--- src/rtl/sram_arb_pkg.sv ---
// ---------------------------------------------------------------------------
// sram_arb_pkg
// Shared definitions for the SRAM arbiter slice: the arbiter FSM state
// encoding and the two round-robin preference values used by the top level
// and by the priority-pick sub-module.
// ---------------------------------------------------------------------------
package sram_arb_pkg;

   typedef enum logic [1:0] {
      IDLE = 2'd0,
      WR   = 2'd1,
      RD   = 2'd2
   } arbState_e;

   localparam logic PREF_WR = 1'b0;
   localparam logic PREF_RD = 1'b1;

endpackage

--- src/rtl/sram_arb_pick.sv ---
// ---------------------------------------------------------------------------
// sram_arb_pick
// Two-way priority pick between the write requester and the read requester.
// A lone request always wins; when both request together the side named by
// the preference input wins. The result is one-hot (or all zero).
//
// Ports
//   wr_req_i  : write requester is asking
//   rd_req_i  : read requester is asking
//   pref_i    : PREF_WR or PREF_RD, which side wins a collision
//   wr_gnt_o  : write side picked
//   rd_gnt_o  : read side picked
// ---------------------------------------------------------------------------
module sram_arb_pick (
   input  logic wr_req_i,
   input  logic rd_req_i,
   input  logic pref_i,
   output logic wr_gnt_o,
   output logic rd_gnt_o
);
   import sram_arb_pkg::*;

   // A side wins if it asks and either the other side is silent or the
   // preference points at it, so both outputs can never be high together.
   assign wr_gnt_o = wr_req_i & (~rd_req_i | (pref_i == PREF_WR));
   assign rd_gnt_o = rd_req_i & (~wr_req_i | (pref_i == PREF_RD));

endmodule

--- src/rtl/sram_arbiter.sv ---
// ---------------------------------------------------------------------------
// sram_arbiter
// Arbitrates a single-word writer and a burst reader onto one synchronous
// SRAM. Arbitration only happens in IDLE; a write occupies one WR cycle and a
// read burst occupies L RD cycles. All SRAM pins are registered. Read data
// comes back from the SRAM one cycle after each access and is flagged with
// rd_valid / rd_last.
//
// Parameters
//   DATA_WIDTH    : SRAM word width
//   ADDRESS_WIDTH : SRAM address width, RAM depth is 2**ADDRESS_WIDTH
//
// Ports
//   clk, rst        : clock, asynchronous active-high reset
//   wr_req/wr_gnt   : write request, one-cycle combinational grant
//   wr_addr/wr_data : write address and data, held while wr_req is high
//   rd_req/rd_gnt   : read burst request, one-cycle combinational grant
//   rd_addr/rd_len  : burst start address and beat count
//   rd_data         : read beat data (pass-through of sram_data_out)
//   rd_valid/rd_last: beat valid and final-beat flag
//   busy            : FSM is not in IDLE
//   sram_*          : SRAM pins; sram_data_out is the SRAM read data
//
// Configuration macro
//   SRAM_ARB_FIXED_PRIO_EN : when defined the reader always wins collisions
//                            and there is no preference register; otherwise
//                            preference alternates after every grant.
// ---------------------------------------------------------------------------
module sram_arbiter #(
   parameter int DATA_WIDTH    = 16,
   parameter int ADDRESS_WIDTH = 3
) (
   input  logic                         clk,
   input  logic                         rst,
   input  logic                         wr_req,
   output logic                         wr_gnt,
   input  logic [ADDRESS_WIDTH-1:0]     wr_addr,
   input  logic signed [DATA_WIDTH-1:0] wr_data,
   input  logic                         rd_req,
   output logic                         rd_gnt,
   input  logic [ADDRESS_WIDTH-1:0]     rd_addr,
   input  logic [ADDRESS_WIDTH:0]       rd_len,
   output logic signed [DATA_WIDTH-1:0] rd_data,
   output logic                         rd_valid,
   output logic                         rd_last,
   output logic                         busy,
   output logic [ADDRESS_WIDTH-1:0]     sram_address,
   output logic                         sram_chip_sel,
   output logic                         sram_write_en,
   output logic                         sram_out_en,
   output logic signed [DATA_WIDTH-1:0] sram_data_in,
   input  logic signed [DATA_WIDTH-1:0] sram_data_out
);
   import sram_arb_pkg::*;

   localparam int LEN_W     = ADDRESS_WIDTH + 1;
   localparam int RAM_DEPTH = 1 << ADDRESS_WIDTH;
   localparam logic [LEN_W-1:0] DEPTH_LEN = LEN_W'(RAM_DEPTH);

   arbState_e                     state_q;
   logic [LEN_W-1:0]              burstCount_q;
   logic [LEN_W-1:0]              burstCount_d;
   logic [ADDRESS_WIDTH-1:0]      sramAddress_q;
   logic signed [DATA_WIDTH-1:0]  sramDataIn_q;
   logic                          chipSel_q;
   logic                          writeEn_q;
   logic                          outEn_q;
   logic                          rdValid_q;
   logic                          rdLast_q;
   logic                          prefSel;
   logic                          pickWr;
   logic                          pickRd;

   sram_arb_pick uPick (
      .wr_req_i (wr_req),
      .rd_req_i (rd_req),
      .pref_i   (prefSel),
      .wr_gnt_o (pickWr),
      .rd_gnt_o (pickRd)
   );

   // Grants are only offered from IDLE and never while reset is held, so a
   // requester that arrives mid-transaction simply keeps waiting.
   assign wr_gnt = (state_q == IDLE) && !rst && pickWr;
   assign rd_gnt = (state_q == IDLE) && !rst && pickRd;

   // The burst counter holds "beats remaining after the current one", so the
   // value loaded on a read grant is the effective length minus one. A zero
   // length still reads one word and anything longer than the RAM is clipped
   // to one full pass over it.
   always_comb begin
      burstCount_d = '0;
      if (rd_len == '0) begin
         burstCount_d = '0;
      end else if (rd_len > DEPTH_LEN) begin
         burstCount_d = DEPTH_LEN - LEN_W'(1);
      end else begin
         burstCount_d = rd_len - LEN_W'(1);
      end
   end

`ifdef SRAM_ARB_FIXED_PRIO_EN
   // Reader always wins collisions, so no history needs to be kept.
   assign prefSel = PREF_RD;
`else
   logic prefQ;

   // Round-robin history: whichever side was just served loses the next
   // collision. Reset favours the writer.
   always_ff @(posedge clk or posedge rst) begin
      if (rst) begin
         prefQ <= PREF_WR;
      end else if (wr_gnt) begin
         prefQ <= PREF_RD;
      end else if (rd_gnt) begin
         prefQ <= PREF_WR;
      end
   end

   assign prefSel = prefQ;
`endif

   // Main FSM with all SRAM pins and the read-beat flags registered here.
   // rd_valid/rd_last are a one-stage delay of "an RD access happened last
   // cycle", matching the SRAM's one-cycle read latency. On leaving RD or WR
   // the strobes drop but address and write data keep their last values.
   always_ff @(posedge clk or posedge rst) begin
      if (rst) begin
         state_q       <= IDLE;
         burstCount_q  <= '0;
         sramAddress_q <= '0;
         sramDataIn_q  <= '0;
         chipSel_q     <= 1'b0;
         writeEn_q     <= 1'b0;
         outEn_q       <= 1'b0;
         rdValid_q     <= 1'b0;
         rdLast_q      <= 1'b0;
      end else begin
         rdValid_q <= (state_q == RD);
         rdLast_q  <= (state_q == RD) && (burstCount_q == '0);
         case (state_q)
            IDLE: begin
               if (wr_gnt) begin
                  state_q       <= WR;
                  sramAddress_q <= wr_addr;
                  sramDataIn_q  <= wr_data;
                  chipSel_q     <= 1'b1;
                  writeEn_q     <= 1'b1;
                  outEn_q       <= 1'b0;
               end else if (rd_gnt) begin
                  state_q       <= RD;
                  sramAddress_q <= rd_addr;
                  burstCount_q  <= burstCount_d;
                  chipSel_q     <= 1'b1;
                  writeEn_q     <= 1'b0;
                  outEn_q       <= 1'b1;
               end
            end
            WR: begin
               state_q   <= IDLE;
               chipSel_q <= 1'b0;
               writeEn_q <= 1'b0;
               outEn_q   <= 1'b0;
            end
            RD: begin
               if (burstCount_q == '0) begin
                  state_q   <= IDLE;
                  chipSel_q <= 1'b0;
                  writeEn_q <= 1'b0;
                  outEn_q   <= 1'b0;
               end else begin
                  burstCount_q  <= burstCount_q - LEN_W'(1);
                  sramAddress_q <= sramAddress_q + ADDRESS_WIDTH'(1);
               end
            end
            default: begin
               state_q   <= IDLE;
               chipSel_q <= 1'b0;
               writeEn_q <= 1'b0;
               outEn_q   <= 1'b0;
            end
         endcase
      end
   end

   assign busy          = (state_q != IDLE);
   assign sram_address  = sramAddress_q;
   assign sram_chip_sel = chipSel_q;
   assign sram_write_en = writeEn_q;
   assign sram_out_en   = outEn_q;
   assign sram_data_in  = sramDataIn_q;
   assign rd_valid      = rdValid_q;
   assign rd_last       = rdLast_q;
   assign rd_data       = sram_data_out;

endmodule

--- config.mk ---
export PLATFORM = sky130hd
export DESIGN_NAME = sram_arbiter
export DESIGN_NICKNAME = d
export VERILOG_FILES = /design/src/rtl/sram_arb_pkg.sv /design/src/rtl/sram_arb_pick.sv /design/src/rtl/sram_arbiter.sv
export SDC_FILE = /design/constraint.sdc
export NUM_CORES = 1
export LEC_CHECK = 0
export CORE_AREA = 2 2 67 69
export DETAILED_ROUTE_END_ITERATION = 8
export DIE_AREA = 0 0 69 71
export PLACE_DENSITY = 0.79
export SLEW_MARGIN = 15
export SYNTH_ARGS = -nofsm -noshare
export SYNTH_HDL_FRONTEND = slang
export SYNTH_SLANG_ARGS = --single-unit
--- constraint.sdc ---
create_clock -name clk -period 2 [get_ports clk]
set_clock_uncertainty 0.05 [all_clocks]
set_input_delay 0.4 -clock clk [delete_from_list [all_inputs] [get_ports clk]]
set_output_delay 0.4 -clock clk [all_outputs]
set_load 0.05 [all_outputs]
-- Yosys cells after proc, flatten, opt, wreduce, memory -nomap -nowiden
Index checks and enable logic that the tools add are counted.
- add/sub/neg operators: 3
- $lt $le $gt $ge: 1
- equal/unequal tests: 6
- muxes and demuxes: 23
- bitwise gates (word level): 7
- reduce and logical (&&, ||, !) cells: 15
- operator list (operator ; count):
    4-bit 2-to-1 mux ; 5
    3-bit 2-to-1 mux ; 3
    4-bit logical NOT ; 2
    4-bit case mux with 2 select lines ; 1
    4-bit by 1-bit subtractor with 4-bit output (second input constant) ; 2
    1-bit 2-to-1 mux ; 6
    2-bit 2-to-1 mux ; 3
    2-bit != test (second input constant) ; 3
    1-bit case mux with 2 select lines ; 3
    3-bit case mux with 2 select lines ; 1
    2-bit nonzero test ; 3
    4-bit greater-than comparator (second input constant) ; 1
    1-bit logical AND ; 4
    2-bit case mux with 2 select lines ; 1
    2-bit AND reduction ; 2
    4-bit AND reduction ; 1
    3-bit by 1-bit adder with 3-bit output (second input constant) ; 1
    3-bit != test (second input constant) ; 1
    1-bit inverter ; 3
    3-bit AND reduction ; 1
    1-bit AND ; 2
    2-bit == test (second input constant) ; 1
    2-bit logical NOT ; 1
    2-bit by 1-bit != test with 1-bit output (second input constant) ; 1
    other kinds (2) ; 3
- bits in registers: 31
- bits of input ports: 46
- output and inout bits: 43
- logic and storage cells: 65

-- Longest topological paths before layout
- word-level depth: 7
- depth in mapped cells: 7
- mapped depth without buffers: 6

-- By module
A second synthesis with hierarchy kept.
- cell total of the unflattened synthesis: 143
- area total of the unflattened synthesis: 1602.8 µm²
- modules (own cells, without submodules) (module ; instances ; cells an instance ; area each (µm²) ; sequential area each (µm²)):
    sram_arbiter ; 1 ; 140 ; 1584.0 ; 725.7
    sram_arb_pick ; 1 ; 3 ; 18.8 ; 0.0

-- Worst setup path before layout
No wires, ideal clock.
- path type: reg-to-output
- start point: reg state_q[1]
- end point: out wr_gnt
- arrival time: 1.678 ns
- data required time: 1.550 ns
- setup slack: -0.128 ns
- stages on the path, launching flop included: 6
- buffers on the path: 2
- path through: dfrtp_1 nor3_2 nand2_1 buf_2 clkinv_1 buf_2
- longest elaborated chain between the ends: 3
- ends and longest elaborated chain (element ; RTL line ; text):
    from (decl) ; sram_arbiter.sv:60 ; arbState_e state_q;
    from (signal assigned) ; sram_arbiter.sv:129 ; state_q <= IDLE;
    from (signal assigned) ; sram_arbiter.sv:144 ; state_q <= WR;
    from (signal assigned) ; sram_arbiter.sv:151 ; state_q <= RD;
    2-bit logical NOT ; sram_arbiter.sv:84 ; assign wr_gnt = (state_q == IDLE) && !rst && pickWr;
    1-bit logical AND (2 in series) ; sram_arbiter.sv:84 ;
    to (decl) ; sram_arbiter.sv:36 ; output logic wr_gnt,
Every way passes these cells.

==> out/results.txt <==
Status: finished clean
First-pass GRT wire length: 5750 um
Power density over the cells: 1690 nW/um^2
WL final: 3320 um
Peak Freq: 511 MHz
Crit path DAT: 1.51 ns
Synthesis-stage register bit count: 29
Total CTS buffers: 5
Vias in the first global route: 1354
Die area: 4900 um^2
Worst slew margin: 0.657
Largest net degree at the start of global routing: 20
Final hold violation count: 0
Seq/Total Area, Yosys: 0.474
CP Class: flop to primary output
Iter 0 DRT Violations: 44
Port Buf Inserts: 56
Peak VDD IR: 0.000610 V
Hold_buf cts: 0
GR Overflow Total: 0
Synth warn: 0
TritonCTS clock tree: yes
Layout cells sized above 1: 0.182
RSZ-0062 raised after global routing: no
Die H: 71 um
Tcrit/Tclk final: 0.978
Post-synth top area share: 0.474
Top delay family on crit path: buffers and inverters
Hold Crit Class: flop to flop
Final hold slack: 0.422 ns
Slowest cell on the critical path: clkdlybuf4s50_1
Post-CTS Setup Bufs: 0
ANT cells: 0
TritonRoute pass-1 iters: 4
Type of origin of the critical path: flop
CTS root buf: clkbuf_8
Core region area: 4200 um^2
# clock sinks: 29
Top_reg_cell synth: dfrtp_1
CP max stage delay: 0.81 ns
Top cells by count, synth: nand2_1 (53), dfrtp_1 (29), buf_4 (16)
Avg Cell Area, Syn: 8.95 um^2
Clock buffer depth: 2
Leak Pwr: 0.00108 uW
Avg WL per Cell: 11.7 um
PnR worst setup slack: 0.0440 ns
Final worst path period need: 1.96 ns
Crit path buf inv count: 1
Post-route insts no fill: 283
Crit end category: primary output
Most frequent cell after synthesis: nand2_1
Max Cap Violations: 0
Asr flop ratio synth: 1.00
Clock slew at reported path FFs: 0.06 ns
H-tree depth: 2
Area grow syn2layout: 45.5%
Cell variety after synth: 39
Die width: 69 um
Drt via density: 4.70
Max-slew violation count: 0
Clock Latency Late Sink: 0.27 ns
Synth top area cells: dfrtp_1 (47%), nand2_1 (13%), buf_4 (7.8%), ha_1 (3.3%), a21oi_1 (2.9%)
Synth Cell Area: 1530 um^2
Top Ports: 89
Initial antenna violation count: 0
DRC violations left: 0
Crit-path cells: clkdlybuf4s50_1
Worst-path fanout max: 6
Core Rows: 24
Initial Util: 0.364
Final ANT Viol Nets: 0
Gr usage total: 0.146
Worst path required time: 1.55 ns
GP Congestion: 0.796
Vias: 1331
Area leader, netlist: dfrtp_1
Worst slew pin tran: 0.514 ns
Inst Count DP: 275
Syn_nets: 221
Final setup vio count: 0
Pre-CTS WS: -0.128 ns
Layout Nets: 280
Post-synth EDFFs: 0
Mapped Cells: 171
Dpl hpwl: 2550 um
## power by group
group	total, uW	switching [uW]	internal [uW]
clock network	453	213	240
logic	2250	1420	831
registers	1060	187	872
total	3760	1820	1940
## worst paths after layout
path	cells past startpoint	startpoint	slack [ns]	endpoint
min reg2reg	2	sram_data_in[9]	0.42	sram_data_in[9]
max reg2reg	6	burstCount_q[0]	0.14	burstCount_q[0]
min	2	sram_data_in[9]	0.42	sram_data_in[9]
max	1	state_q[1]	0.04	sram_out_en
max in group asynchronous	3	rst	1.19	sram_data_in[8]
min in group asynchronous	3	rst	0.46	sram_address[2]
## layout make-up
cell class              count  area [um^2]
repair buffers             72          683
inverters                  13         48.8
clock buffers               6         72.6
clock inverters             2         10.0
fillers                   420         1980
multi-input cells         109          618
well taps                  52         65.1
flip-flops and latches     29          728
## sequential cells by signal (all words and copies together) (netlist names)
signal and flops:
sram_data_in 16, burstCount_q 4, sram_address 3, prefQ 1, rd_last 1, rd_valid 1, sram_chip_sel 1, sram_write_en 1
state_q 1
## layer usage
layer | global-route usage | routed length [um] | vias up
li1 | - | - | 659
met1 | 0.172 | 1440 | 615
met2 | 0.235 | 1580 | 45
met3 | 0.0570 | 240 | 12
met4 | 0.0697 | 65 | 0
met5 | 0 | 0 | -
## logic make-up after synthesis
family	share of synthesized area
fa+ha+maj	0.0392
flops	0.474
simple gates	0.224
compound gates	0.115
mux	0.0204
buf+inv	0.127
## timing repair
action,in CTS,in global routing
pin swaps,0,0
endpoints found under the setup margin,1,3
gates resized for setup,1,3
## placed cells by master (no fill, tap or decap), types with 2 or more instances in the layout
cell type and n:
ha_1 4, nor3_2 2, a21oi_1 9, nor2b_1 2
nor2_1 11, buf_4 20, mux2i_1 2, dfrtp_1 27
nand2b_1 2, clkdlybuf4s50_1 50, inv_1 11, dfrtp_2 2
a31oi_1 2, clkbuf_8 5, clkinv_2 2, nand2_1 52
## worst reg2reg max path, cell delays in order, from the launching register on
cell     delay [ns]
dfrtp_1        0.41
inv_1          0.09
ha_1           0.13
or3b_1         0.40
a32oi_4        0.32
nor4_1         0.10
a211o_1        0.24
## through the flow
stage | total power [uW] | setup TNS [ns] | area (um^2) | util
after floorplan | 2650 | 0 | 1540 | -
after global placement | 3280 | -0.0870 | 2130 | 0.507
after detailed placement | 3330 | -0.272 | 2130 | 0.507
after CTS | 3800 | 0 | 2220 | 0.528
after global routing | 4010 | 0 | 2230 | 0.529
final | 3760 | 0 | 2230 | 0.529
(Power assumes the default switching activity.)
==> variant: new RTL, config.mk and constraints unchanged <==
Add a define of `SRAM_ARB_FIXED_PRIO_EN`.
--- a/src/rtl/sram_arbiter.sv
+++ b/src/rtl/sram_arbiter.sv
@@ -26,6 +26,8 @@
 //                            and there is no preference register; otherwise
 //                            preference alternates after every grant.
 // ---------------------------------------------------------------------------
+`define SRAM_ARB_FIXED_PRIO_EN
+
 module sram_arbiter #(
    parameter int DATA_WIDTH    = 16,
    parameter int ADDRESS_WIDTH = 3
Check against the original RTL: not equivalent (Yosys sat finds a counterexample within 4 cycles, from zero or initial values and one cycle with rst high).
==> variant against the unedited design <==
Sequential power shrank 4%. Highest routed layer unchanged. First-iteration DRC count shrank 48%. Setup slack gained 25 ps. Area after synthesis grew 0.57%. Critical endpoint is now sram_address[2]. Largest cell class unchanged. Final area shrank 0.79%. Wire length shrank 4.2%. Sequential cell count shrank 1. Via count shrank 14%. Power shrank 1.7%.
==> variant: results (changes against the unedited design) <==
Final nets -> 235 (-16%)
RePlAce Congestion -> 0.760 (-4.6%)
DP HPWL -> 2540 um (-0.74%)
Synth top cells by count -> 28 x dfrtp_1, 16 x buf_4, 9 x mux2_4
Leak -> 0.975 nW (-9.8%)
placed cell area -> 2130 um^2 (-0.29%)
share of post-route cells with drive strength above 1 -> 27.2% (+9.0 points)
reg-to-reg slack, setup -> 110 ps (-30 ps)
first-pass GRT wire length -> 5590 um (-2.7%)
cell area after layout -> 2210 um^2 (-0.79%)
# H-tree levels -> 1 (-1)
worst vdd ir -> 943 uV (+55%)
vias in the first global route -> 1247 (-7.9%)
status -> complete, no violations
total CTS buffers -> 3 (-2)
Slew headroom -> 65.8% (+0.13 points)
clock slew at reported path FFs -> 100 ps (+40 ps)
drt first-iter violations -> 23 (-48%)
FILL cells -> 379 (-9.8%)
Synth Net Count -> 181 (-18%)
r2r endpoint -> sram_address[0]
Hold WC Path Type -> in2async
Area contributors post-synth -> dfrtp_1 46%, mux2_4 8.8%, buf_4 7.8%
Total Wirelength -> 3180 um (-4.2%)
Largest stage delay, worst path -> 830 ps (+20 ps)
## variant: cell types whose count changed in the layout (fill, tap and decap cells not counted), moves of 4 or more
| cell | change |
|---|---|
| nand2_1 | -47 |
| mux2_4 | +9 |
| mux2_2 | +7 |
| a21oi_1 | -4 |
## variant: per-stage QoR
| stage | hold WS [ps] | cells | total power [mW] |
|---|---|---|---|
| floorplan | 415 | 131 | 2.63 |
| global placement | 440 | 231 | 3.23 |
| detailed placement | 445 | 231 | 3.27 |
| CTS | 368 | 235 | 3.72 |
| global route | 410 | 236 | 3.90 |
| finish | 366 | 236 | 3.70 |
## variant: worst max path at each step
stage                               start          endpoint  slack [ps]  depth (start not counted)
after floorplan                state_q[1]  sram_data_in[10]           9                          6
after global placement             rd_req  sram_data_in[13]        -120                          4
after detailed placement           rd_req   sram_data_in[5]        -150                          4
after CTS                 sram_address[2]   sram_address[2]          70                          1
after global routing      sram_address[2]   sram_address[2]          10                          1
final                     sram_address[2]   sram_address[2]          70                          1
## variant: kinds of logic after synthesis
group                      share of synthesized area, %
and+or+nand+nor                                    11.4
adders and majority gates                          3.25
AOI/OAI and AO/OA                                  11.2
buffers and inverters                              12.7
DFF                                                45.5
muxes                                              15.9
## variant: metal layers
layer,vias to the layer above,GRT usage (%),wire [um]
met1,563,16.4,1360
li1,549,-,-
met5,-,0,0
met2,37,24.6,1620
met3,2,3.56,183
met4,0,4.79,21
## variant: report_power, final
part	switching, mW	internal [mW]
sequential	0.187	0.836
clock	0.168	0.268
combinational	1.35	0.885
total	1.71	1.99
## variant: what timing repair did
action,CTS,global route
setup endpoints to repair,2,1
buffers inserted,0,1
gates resized for setup,2,1
hold buffers,0,0
## variant: cell type report
cell class / instances / area [um^2] / area share [%]
Clock buffer: 3 / 41.3 / 1.87
Clock inverter: 1 / 30.0 / 1.36
Inverter: 9 / 33.8 / 1.53
Multi-Input combinational cell: 74 / 672 / 30.4
Sequential cell: 28 / 703 / 31.8
Tap cell: 52 / 65.1 / 2.95
Timing Repair Buffer: 69 / 663 / 30.0
